## src/rtl/pdh_capture_pkg.sv

```systemverilog
`default_nettype none
// ----------------------------------------------------------------------------
// pdh_capture_pkg: shared capture types, beat geometry and sign-extension
// Revision: 1.0
// ----------------------------------------------------------------------------
package pdh_capture_pkg;

   typedef enum logic [1:0] {
      ST_IDLE    = 2'd0,
      ST_ARMED   = 2'd1,
      ST_CAPTURE = 2'd2,
      ST_DRAIN   = 2'd3
   } capture_state_t;

   localparam int BEAT_WIDTH     = 64;
   localparam int LANE_WIDTH     = 16;
   localparam int PAIRS_PER_BEAT = 2;

   // Treats the low src_width bits of raw as a two's-complement value.
   function automatic logic [LANE_WIDTH-1:0] sign_ext(input logic [LANE_WIDTH-1:0] raw,
                                                       input int src_width);
      logic signed [LANE_WIDTH-1:0] tmp;
      tmp = raw << (LANE_WIDTH - src_width);
      return tmp >>> (LANE_WIDTH - src_width);
   endfunction

endpackage
`default_nettype wire

```

## src/rtl/dma_sample_packer_if.sv

```systemverilog
`default_nettype none
// ----------------------------------------------------------------------------
// dma_sample_packer_if: valid/ready beat stream towards the DMA write engine
// Revision: 1.0
// ----------------------------------------------------------------------------
interface dma_sample_packer_if;
   import pdh_capture_pkg::*;

   logic [BEAT_WIDTH-1:0] m_data_o;
   logic                  m_valid_o;
   logic                  m_ready_i;

   modport master (output m_data_o, output m_valid_o, input m_ready_i);
   modport slave  (input m_data_o, input m_valid_o, output m_ready_i);

endinterface
`default_nettype wire

```

## src/rtl/sync_fifo.sv

```systemverilog
`default_nettype none
// ----------------------------------------------------------------------------
// sync_fifo: single-clock first-word fall-through FIFO with flush
// Revision: 1.0
// ----------------------------------------------------------------------------
module sync_fifo #(
   parameter int WIDTH = 64,
   parameter int DEPTH = 16
) (
   input  logic             clk,
   input  logic             rst_n,
   input  logic             flush,
   input  logic             wr_en,
   input  logic [WIDTH-1:0] wr_data,
   input  logic             rd_en,
   output logic [WIDTH-1:0] rd_data,
   output logic             full,
   output logic             empty
);

   localparam int c_addr_w = $clog2(DEPTH);
   localparam logic [c_addr_w:0] c_ptr_one = (c_addr_w + 1)'(1);

   logic [WIDTH-1:0] r_mem [DEPTH];
   logic [c_addr_w:0] r_wr_ptr;
   logic [c_addr_w:0] r_rd_ptr;
   logic              w_rd_fire;
   logic              w_wr_fire;

   assign empty = (r_wr_ptr == r_rd_ptr);
   assign full  = (r_wr_ptr[c_addr_w] != r_rd_ptr[c_addr_w]) &&
                  (r_wr_ptr[c_addr_w-1:0] == r_rd_ptr[c_addr_w-1:0]);

   // A read in the same cycle frees the slot, so a write into a full FIFO still lands.
   assign w_rd_fire = rd_en && !empty;
   assign w_wr_fire = wr_en && (!full || w_rd_fire);

   assign rd_data = empty ? '0 : r_mem[r_rd_ptr[c_addr_w-1:0]];

   always_ff @(posedge clk or negedge rst_n) begin
      if (!rst_n) begin
         r_wr_ptr <= '0;
         r_rd_ptr <= '0;
      end else if (flush) begin
         r_wr_ptr <= '0;
         r_rd_ptr <= '0;
      end else begin
         if (w_wr_fire) r_wr_ptr <= r_wr_ptr + c_ptr_one;
         if (w_rd_fire) r_rd_ptr <= r_rd_ptr + c_ptr_one;
      end
   end

   always_ff @(posedge clk) begin
      if (w_wr_fire && !flush) r_mem[r_wr_ptr[c_addr_w-1:0]] <= wr_data;
   end

endmodule
`default_nettype wire

```

## src/rtl/dma_sample_packer.sv

```systemverilog
`default_nettype none
// ----------------------------------------------------------------------------
// dma_sample_packer: decimate, sign-extend and pack A/B sample pairs into beats
// Revision: 1.0
// ----------------------------------------------------------------------------
module dma_sample_packer
   import pdh_capture_pkg::*;
#(
   parameter int SAMPLE_WIDTH = 14,
   parameter int FIFO_DEPTH   = 16,
   parameter int LEN_WIDTH    = 20,
   parameter int DEC_WIDTH    = 16
) (
   input  logic                    clk,
   input  logic                    rst_n,
   input  logic                    arm_i,
   input  logic                    abort_i,
   input  logic                    trig_i,
   input  logic [DEC_WIDTH-1:0]    decim_i,
   input  logic [LEN_WIDTH-1:0]    frame_len_i,
   input  logic                    sample_valid_i,
   input  logic [SAMPLE_WIDTH-1:0] sample_a_i,
   input  logic [SAMPLE_WIDTH-1:0] sample_b_i,
   dma_sample_packer_if.master     m,
   output logic [1:0]              state_o,
   output logic                    done_o,
   output logic                    overflow_o,
   output logic [LEN_WIDTH-1:0]    beat_cnt_o
);

   localparam logic [LEN_WIDTH-1:0] c_len_one = LEN_WIDTH'(1);
   localparam logic [DEC_WIDTH-1:0] c_dec_one = DEC_WIDTH'(1);
   localparam int c_lo_width = (PAIRS_PER_BEAT - 1) * 2 * LANE_WIDTH;

   capture_state_t r_state;
   capture_state_t w_next_state;

   logic [LEN_WIDTH-1:0]  r_len;
   logic [LEN_WIDTH-1:0]  r_beat_cnt;
   logic [LEN_WIDTH-1:0]  w_cnt_next;
   logic [DEC_WIDTH-1:0]  r_decim;
   logic [DEC_WIDTH-1:0]  r_dec_cnt;
   logic                  r_half;
   logic                  r_beat_vld;
   logic                  r_done;
   logic                  r_overflow;
   logic [c_lo_width-1:0] r_pack_lo;
   logic [BEAT_WIDTH-1:0] r_beat;
   logic [BEAT_WIDTH-1:0] w_fifo_data;
   logic [LANE_WIDTH-1:0] w_lane_a;
   logic [LANE_WIDTH-1:0] w_lane_b;
   logic w_fifo_full, w_fifo_empty;
   logic w_push, w_drop, w_len_hit, w_do_arm, w_trig_hit, w_take, w_keep;

   assign w_lane_a   = sign_ext(LANE_WIDTH'(sample_a_i), SAMPLE_WIDTH);
   assign w_lane_b   = sign_ext(LANE_WIDTH'(sample_b_i), SAMPLE_WIDTH);
   assign w_cnt_next = r_beat_cnt + c_len_one;
   assign w_push     = r_beat_vld && !abort_i;
   assign w_len_hit  = w_push && (w_cnt_next == r_len);
   assign w_drop     = w_push && w_fifo_full && !m.m_ready_i;
   assign w_do_arm   = (r_state == ST_IDLE) && arm_i && !abort_i;
   assign w_trig_hit = (r_state == ST_ARMED) && trig_i && !abort_i;
   // Samples arriving on the cycle the final beat is pushed belong to no frame.
   assign w_take     = (r_state == ST_CAPTURE) && sample_valid_i && !w_len_hit && !abort_i;
   assign w_keep     = w_take && (r_dec_cnt == '0);

   always_ff @(posedge clk or negedge rst_n) begin
      if (!rst_n) r_state <= ST_IDLE;
      else        r_state <= w_next_state;
   end

   always_comb begin
      w_next_state = r_state;
      if (abort_i) begin
         w_next_state = ST_IDLE;
      end else begin
         case (r_state)
            ST_IDLE:    if (arm_i) w_next_state = ST_ARMED;
            ST_ARMED:   if (trig_i) w_next_state = (r_len == '0) ? ST_DRAIN : ST_CAPTURE;
            ST_CAPTURE: if (w_len_hit) w_next_state = ST_DRAIN;
            ST_DRAIN:   if (w_fifo_empty) w_next_state = ST_IDLE;
            default:    w_next_state = ST_IDLE;
         endcase
      end
   end

   always_ff @(posedge clk or negedge rst_n) begin
      if (!rst_n) begin
         r_len      <= '0;
         r_decim    <= '0;
         r_dec_cnt  <= '0;
         r_beat_cnt <= '0;
         r_half     <= 1'b0;
         r_beat_vld <= 1'b0;
         r_done     <= 1'b0;
         r_overflow <= 1'b0;
         r_pack_lo  <= '0;
         r_beat     <= '0;
      end else if (abort_i) begin
         r_half     <= 1'b0;
         r_beat_vld <= 1'b0;
         r_dec_cnt  <= '0;
      end else begin
         r_beat_vld <= 1'b0;
         if (w_push) begin
            r_beat_cnt <= w_cnt_next;
            if (w_drop) r_overflow <= 1'b1;
         end
         if (w_do_arm) begin
            r_len      <= frame_len_i;
            r_decim    <= decim_i;
            r_done     <= 1'b0;
            r_overflow <= 1'b0;
            r_beat_cnt <= '0;
            r_half     <= 1'b0;
         end
         if (w_trig_hit) begin
            r_dec_cnt <= '0;
            r_half    <= 1'b0;
         end
         if ((r_state == ST_DRAIN) && w_fifo_empty) r_done <= 1'b1;
         if (w_take) r_dec_cnt <= (r_dec_cnt == r_decim) ? '0 : r_dec_cnt + c_dec_one;
         if (w_keep) begin
            if (!r_half) begin
               r_pack_lo <= {w_lane_b, w_lane_a};
               r_half    <= 1'b1;
            end else begin
               r_beat     <= {w_lane_b, w_lane_a, r_pack_lo};
               r_beat_vld <= 1'b1;
               r_half     <= 1'b0;
            end
         end
      end
   end

   sync_fifo #(
      .WIDTH (BEAT_WIDTH),
      .DEPTH (FIFO_DEPTH)
   ) u_fifo (
      .clk     (clk),
      .rst_n   (rst_n),
      .flush   (abort_i),
      .wr_en   (w_push),
      .wr_data (r_beat),
      .rd_en   (m.m_ready_i),
      .rd_data (w_fifo_data),
      .full    (w_fifo_full),
      .empty   (w_fifo_empty)
   );

   assign m.m_data_o  = w_fifo_data;
   assign m.m_valid_o = !w_fifo_empty;
   assign state_o     = r_state;
   assign done_o      = r_done;
   assign overflow_o  = r_overflow;
   assign beat_cnt_o  = r_beat_cnt;

endmodule
`default_nettype wire

```

## src/flat_wrapper.sv

```systemverilog
// flat-port wrapper written by rule: the top's interface ports become plain ports
module dma_sample_packer_flat import pdh_capture_pkg::*;
#(
   parameter int SAMPLE_WIDTH = 14,
   parameter int FIFO_DEPTH   = 16,
   parameter int LEN_WIDTH    = 20,
   parameter int DEC_WIDTH    = 16
)
  (clk, rst_n, arm_i, abort_i, trig_i, decim_i, frame_len_i, sample_valid_i, sample_a_i, sample_b_i, state_o, done_o, overflow_o, beat_cnt_o, m_m_data_o, m_m_valid_o, m_m_ready_i);
  dma_sample_packer_if m_i ();
  input  logic clk;
  input  logic rst_n;
  input  logic arm_i;
  input  logic abort_i;
  input  logic trig_i;
  input  logic [DEC_WIDTH-1:0] decim_i;
  input  logic [LEN_WIDTH-1:0] frame_len_i;
  input  logic sample_valid_i;
  input  logic [SAMPLE_WIDTH-1:0] sample_a_i;
  input  logic [SAMPLE_WIDTH-1:0] sample_b_i;
  output logic [1:0] state_o;
  output logic done_o;
  output logic overflow_o;
  output logic [LEN_WIDTH-1:0] beat_cnt_o;
  output wire logic [$bits(m_i.m_data_o)-1:0] m_m_data_o;
  output wire logic [$bits(m_i.m_valid_o)-1:0] m_m_valid_o;
  input wire logic [$bits(m_i.m_ready_i)-1:0] m_m_ready_i;
  assign m_m_data_o = m_i.m_data_o;
  assign m_m_valid_o = m_i.m_valid_o;
  assign m_i.m_ready_i = m_m_ready_i;
  dma_sample_packer #(.SAMPLE_WIDTH(SAMPLE_WIDTH), .FIFO_DEPTH(FIFO_DEPTH), .LEN_WIDTH(LEN_WIDTH), .DEC_WIDTH(DEC_WIDTH)) u_core (.clk(clk), .rst_n(rst_n), .arm_i(arm_i), .abort_i(abort_i), .trig_i(trig_i), .decim_i(decim_i), .frame_len_i(frame_len_i), .sample_valid_i(sample_valid_i), .sample_a_i(sample_a_i), .sample_b_i(sample_b_i), .m(m_i), .state_o(state_o), .done_o(done_o), .overflow_o(overflow_o), .beat_cnt_o(beat_cnt_o));
endmodule
```

## config.mk

```make
export PLATFORM = sky130hd
export DESIGN_NAME = dma_sample_packer_flat
export DESIGN_NICKNAME = d
export VERILOG_FILES = /design/src/rtl/pdh_capture_pkg.sv /design/src/rtl/dma_sample_packer_if.sv /design/src/rtl/sync_fifo.sv /design/src/rtl/dma_sample_packer.sv /design/src/flat_wrapper.sv
export SDC_FILE = /design/constraint.sdc
export NUM_CORES = 1
export LEC_CHECK = 0
export CAP_MARGIN = 25
export CORE_ASPECT_RATIO = 0.6
export CORE_UTILIZATION = 55
export CTS_CLUSTER_DIAMETER = 200
export CTS_CLUSTER_SIZE = 28
export DETAILED_ROUTE_END_ITERATION = 8
export GPL_ROUTABILITY_DRIVEN = 0
export PLACE_DENSITY = 0.78
export SKIP_LAST_GASP = 1
export SYNTH_ARGS = -nofsm -noshare
export SYNTH_HDL_FRONTEND = slang
export SYNTH_SLANG_ARGS = --single-unit
```

## constraint.sdc

```tcl
create_clock -name clk -period 5.5 [get_ports clk]
set_clock_uncertainty 0.1 [all_clocks]
set_input_delay 1.1 -clock clk [delete_from_list [all_inputs] [get_ports clk]]
set_output_delay 1.1 -clock clk [all_outputs]
set_load 0.05 [all_outputs]
```

==> impl_results.md <==
- Largest cells by area after synthesis: edfxtp_1 63%, mux4_2 15%, dfrtp_1 10%, mux2_2 2.2%, mux2_4 1.3%
- Core footprint: 76000 µm²
- Clock root cell: clkbuf_16
- Largest net degree at the start of global routing: 110
- Initial antenna violation count: 9
- I/O pin count: 160
- DRT Pass-1 Iters: 8
- Die area: 78400 µm²
- Post-synth EDFFs: 896
- Clock power share: 27.4%
- Via-per-instance ratio: 6.49
- Share of post-route cells with drive strength above 1: 24.5%
- Critical path type: reg2out
- Row Count: 78
- Register-to-Register Path Depth: 11
- Pins over their slew limit: 0
- Crit-path max cell delay: 0.77 ns
- Clk Latency, worst-skew pair: 0.64 ns
- Starting Density: 55.9%
- Post-CTS sizing: 0
- DRT Wirelength: 95200 µm
- Slew Limit Headroom: 40.3%
- VDD IR max: 0.000219 V
- Fin crit period: 5.08 ns
- NumNets Final: 2283
- Switching power: 3.30 mW
- CP required: 4.30 ns
- Die H: 217 µm
- Max cap viols: 0
- Synth warnings: 0
- Sequential share of power: 65.7%
- CP Depth: 5
- Fin area: 47000 µm²
- CTS Sinks: 1068
- Clock-pin transition on the worst setup and hold timing paths: 0.11 ns
- Final antenna-violating net count: 0
- First-pass GRT wire length: 140000 µm
- CP Capture Type: output pin
- IO buf count: 159
- Worst Tran Pin Value: 0.887 ns
- Status: completed
- Asr flop ratio synth: 16.1%
- Mapped Cells: 2059
- CTS Hold Bufs: 0
- Hold Path Depth: 1
- H-tree levels: 2
- DP Wirelength: 53800 µm
- Comb power frac: 7.0%
- DP Area: 45700 µm²
- Via count: 21006
- Total GRT Usage: 24.5%
- CP bufs+invs: 2
- DR iter-0 viols: 2772
- Post-synth top area cell: edfxtp_1
- RSZ-0062 raised after global routing: false
- CTS Buffer Depth: 3
- CTS Buf Count: 44
- Mapped Area: 42500 µm²
- Static Leak: 13.3 nW
- Yosys reg bits: 1068
- Worst hold path type: reg2reg
- Drt drc: 0
- Vias in the first global route: 21023
- Area share of the largest cell type after synthesis: 63.3%
- WL per Instance: 29.4 µm
- Syn Area/Cell: 20.6 µm²
- Area Overhead vs Synth: 10.6%
- Die W: 361 µm
- Pint: 11.2 mW
- Setup violators final: 0
- Critical path fanouts, max: 53
- Overflow after GRT: 0
- Critical-path top delay cell: dfrtp_4
- Fin Setup TNS: 0 ns
- Syn_nets: 2143
- CTS tree: built
- Final period utilization: 92.4%
- Library cells used by synthesis: 61
- Most frequent cells in the layout: 896 x edfxtp_1, 280 x mux4_2, 168 x dfrtp_1, 158 x clkdlybuf4s50_1, 84 x mux2_2
- CP Cell Sequence: buf_12 > mux4_2 > mux4_2 > nor2b_1 > clkdlybuf4s50_1
- Top cell family by delay on the critical path: buffers and inverters
- Seq/Total Area, Yosys: 73.5%
- Post-CTS Setup Inserts: 0
- Top FF cell, synth: edfxtp_1
- Pwr dens: 309 nW/µm²
- FMAX: 197 MHz
- Sw Share: 22.7%
- Critical path's most frequent cell: mux4_2
- Worst EP arrival: 3.88 ns
- Commonest non-fill, non-tap cell in the layout: edfxtp_1
- Critical Path Start Type: register
- Fin. Hold Viols: 0
path summary, 6_finish.rpt:
check,startpoint,end,slack [ns]
setup / recovery,u_core.u_fifo.r_rd_ptr[0],m_m_data_o[3],0.42
hold / removal,u_core.done_o,u_core.done_o,0.41
setup reg to reg,u_core.beat_cnt_o[0],u_core.r_beat[22],0.89
hold reg to reg,u_core.done_o,u_core.done_o,0.41
max in group asynchronous,rst_n,u_core.r_beat[34],3.72
min in group asynchronous,rst_n,u_core.beat_cnt_o[16],0.43
Yosys cell counts (4+ instances only):
library cell  number
mux2_2            84
nor3_1            21
or2_2              6
dfrtp_1          172
buf_1             25
nor2_1            46
nor2b_1           61
a22o_1             4
buf_2              9
or3_1              7
o31ai_1            5
ha_1              13
buf_4             12
nor4b_1            4
nand2b_1           6
nor4_1            15
xnor2_1           28
nand4_1           13
edfxtp_1         896
o21ai_0           26
xor2_1            25
nand2_1           71
mux2_4            38
clkbuf_1          73
mux4_2           280
nand3_1           15
inv_1             19
a21oi_1           19
a221o_1           11
through the flow:
stage	instances	hold WS, ns	util [%]	power [mW]	setup WS [ns]
after floorplan	2059	0.370	-	10.2	0.545
after global placement	3151	0.381	60.1	10.6	1.06
after detailed placement	3152	0.390	60.1	10.7	1.03
after CTS	3234	0.408	61.8	14.6	0.316
after global routing	3236	0.432	61.8	15.0	0.235
final	3237	0.413	61.8	14.5	0.417
worst reg2reg max path: cells and delay by family (launching register included):
family          cells  cell delay, ns
mux                 1            0.38
fa+ha+maj           1            0.34
buf+inv             2            0.60
flops               1            0.49
simple gates        4            1.96
compound gates      3            0.62
logic make-up (layout without fill, tap and decap cells):
logic type | after synthesis | in the layout | synth area share (%)
AOI/OAI and AO/OA | 92 | 92 | 1.54
xor gates and xnor gates | 53 | 53 | 1.09
adders and majority gates | 13 | 13 | 0.383
buffers and inverters | 146 | 322 | 1.56
DFF | 1068 | 1068 | 73.5
muxes | 405 | 405 | 18.5
other | 0 | 2 | 0
and+or+nand+nor | 282 | 282 | 3.48
registers in the layout, summed over array words and instances (netlist names):
signal,count
u_core.beat_cnt_o,20
u_core.done_o,1
u_core.overflow_o,1
u_core.r_beat,56
u_core.r_beat_vld,1
u_core.r_dec_cnt,16
u_core.r_decim,16
u_core.r_half,1
u_core.r_len,20
u_core.r_pack_lo,28
u_core.state_o,2
u_core.u_fifo.r_mem,896
u_core.u_fifo.r_rd_ptr,5
u_core.u_fifo.r_wr_ptr,5
layer usage:
layer | GRT usage [%] | vias to the layer above | wire length (µm)
li1 | - | 8575 | -
met1 | 37.7 | 11216 | 39800
met2 | 37.8 | 1114 | 45300
met3 | 3.86 | 99 | 8920
met4 | 4.48 | 2 | 1240
met5 | 0 | - | 17
power groups by stage:
| stage | Sequential (mW) | Clock, mW | Combinational, mW |
|---|---|---|---|
| 2_1_floorplan | 9.56 | 0 | 0.684 |
| 3_3_place_gp | 9.66 | 0 | 0.959 |
| 5_1_grt | 9.57 | 4.30 | 1.09 |
| 6_report | 9.53 | 3.97 | 1.01 |
| 4_1_cts | 9.52 | 4.04 | 1.00 |
| 3_5_place_dp | 9.69 | 0 | 0.989 |
area by class of cell:
class	instances	area, µm²
sequential	1068	31200
fill	5003	29000
inverter	19	71.3
antenna	2	5.00
multi-input combinational	845	10800
timing repair buffer	221	2400
clock buffer	79	1250
clock inverter	3	47.5
tap	1000	1250
No activity file was read; power rests on OpenSTA's default activity.
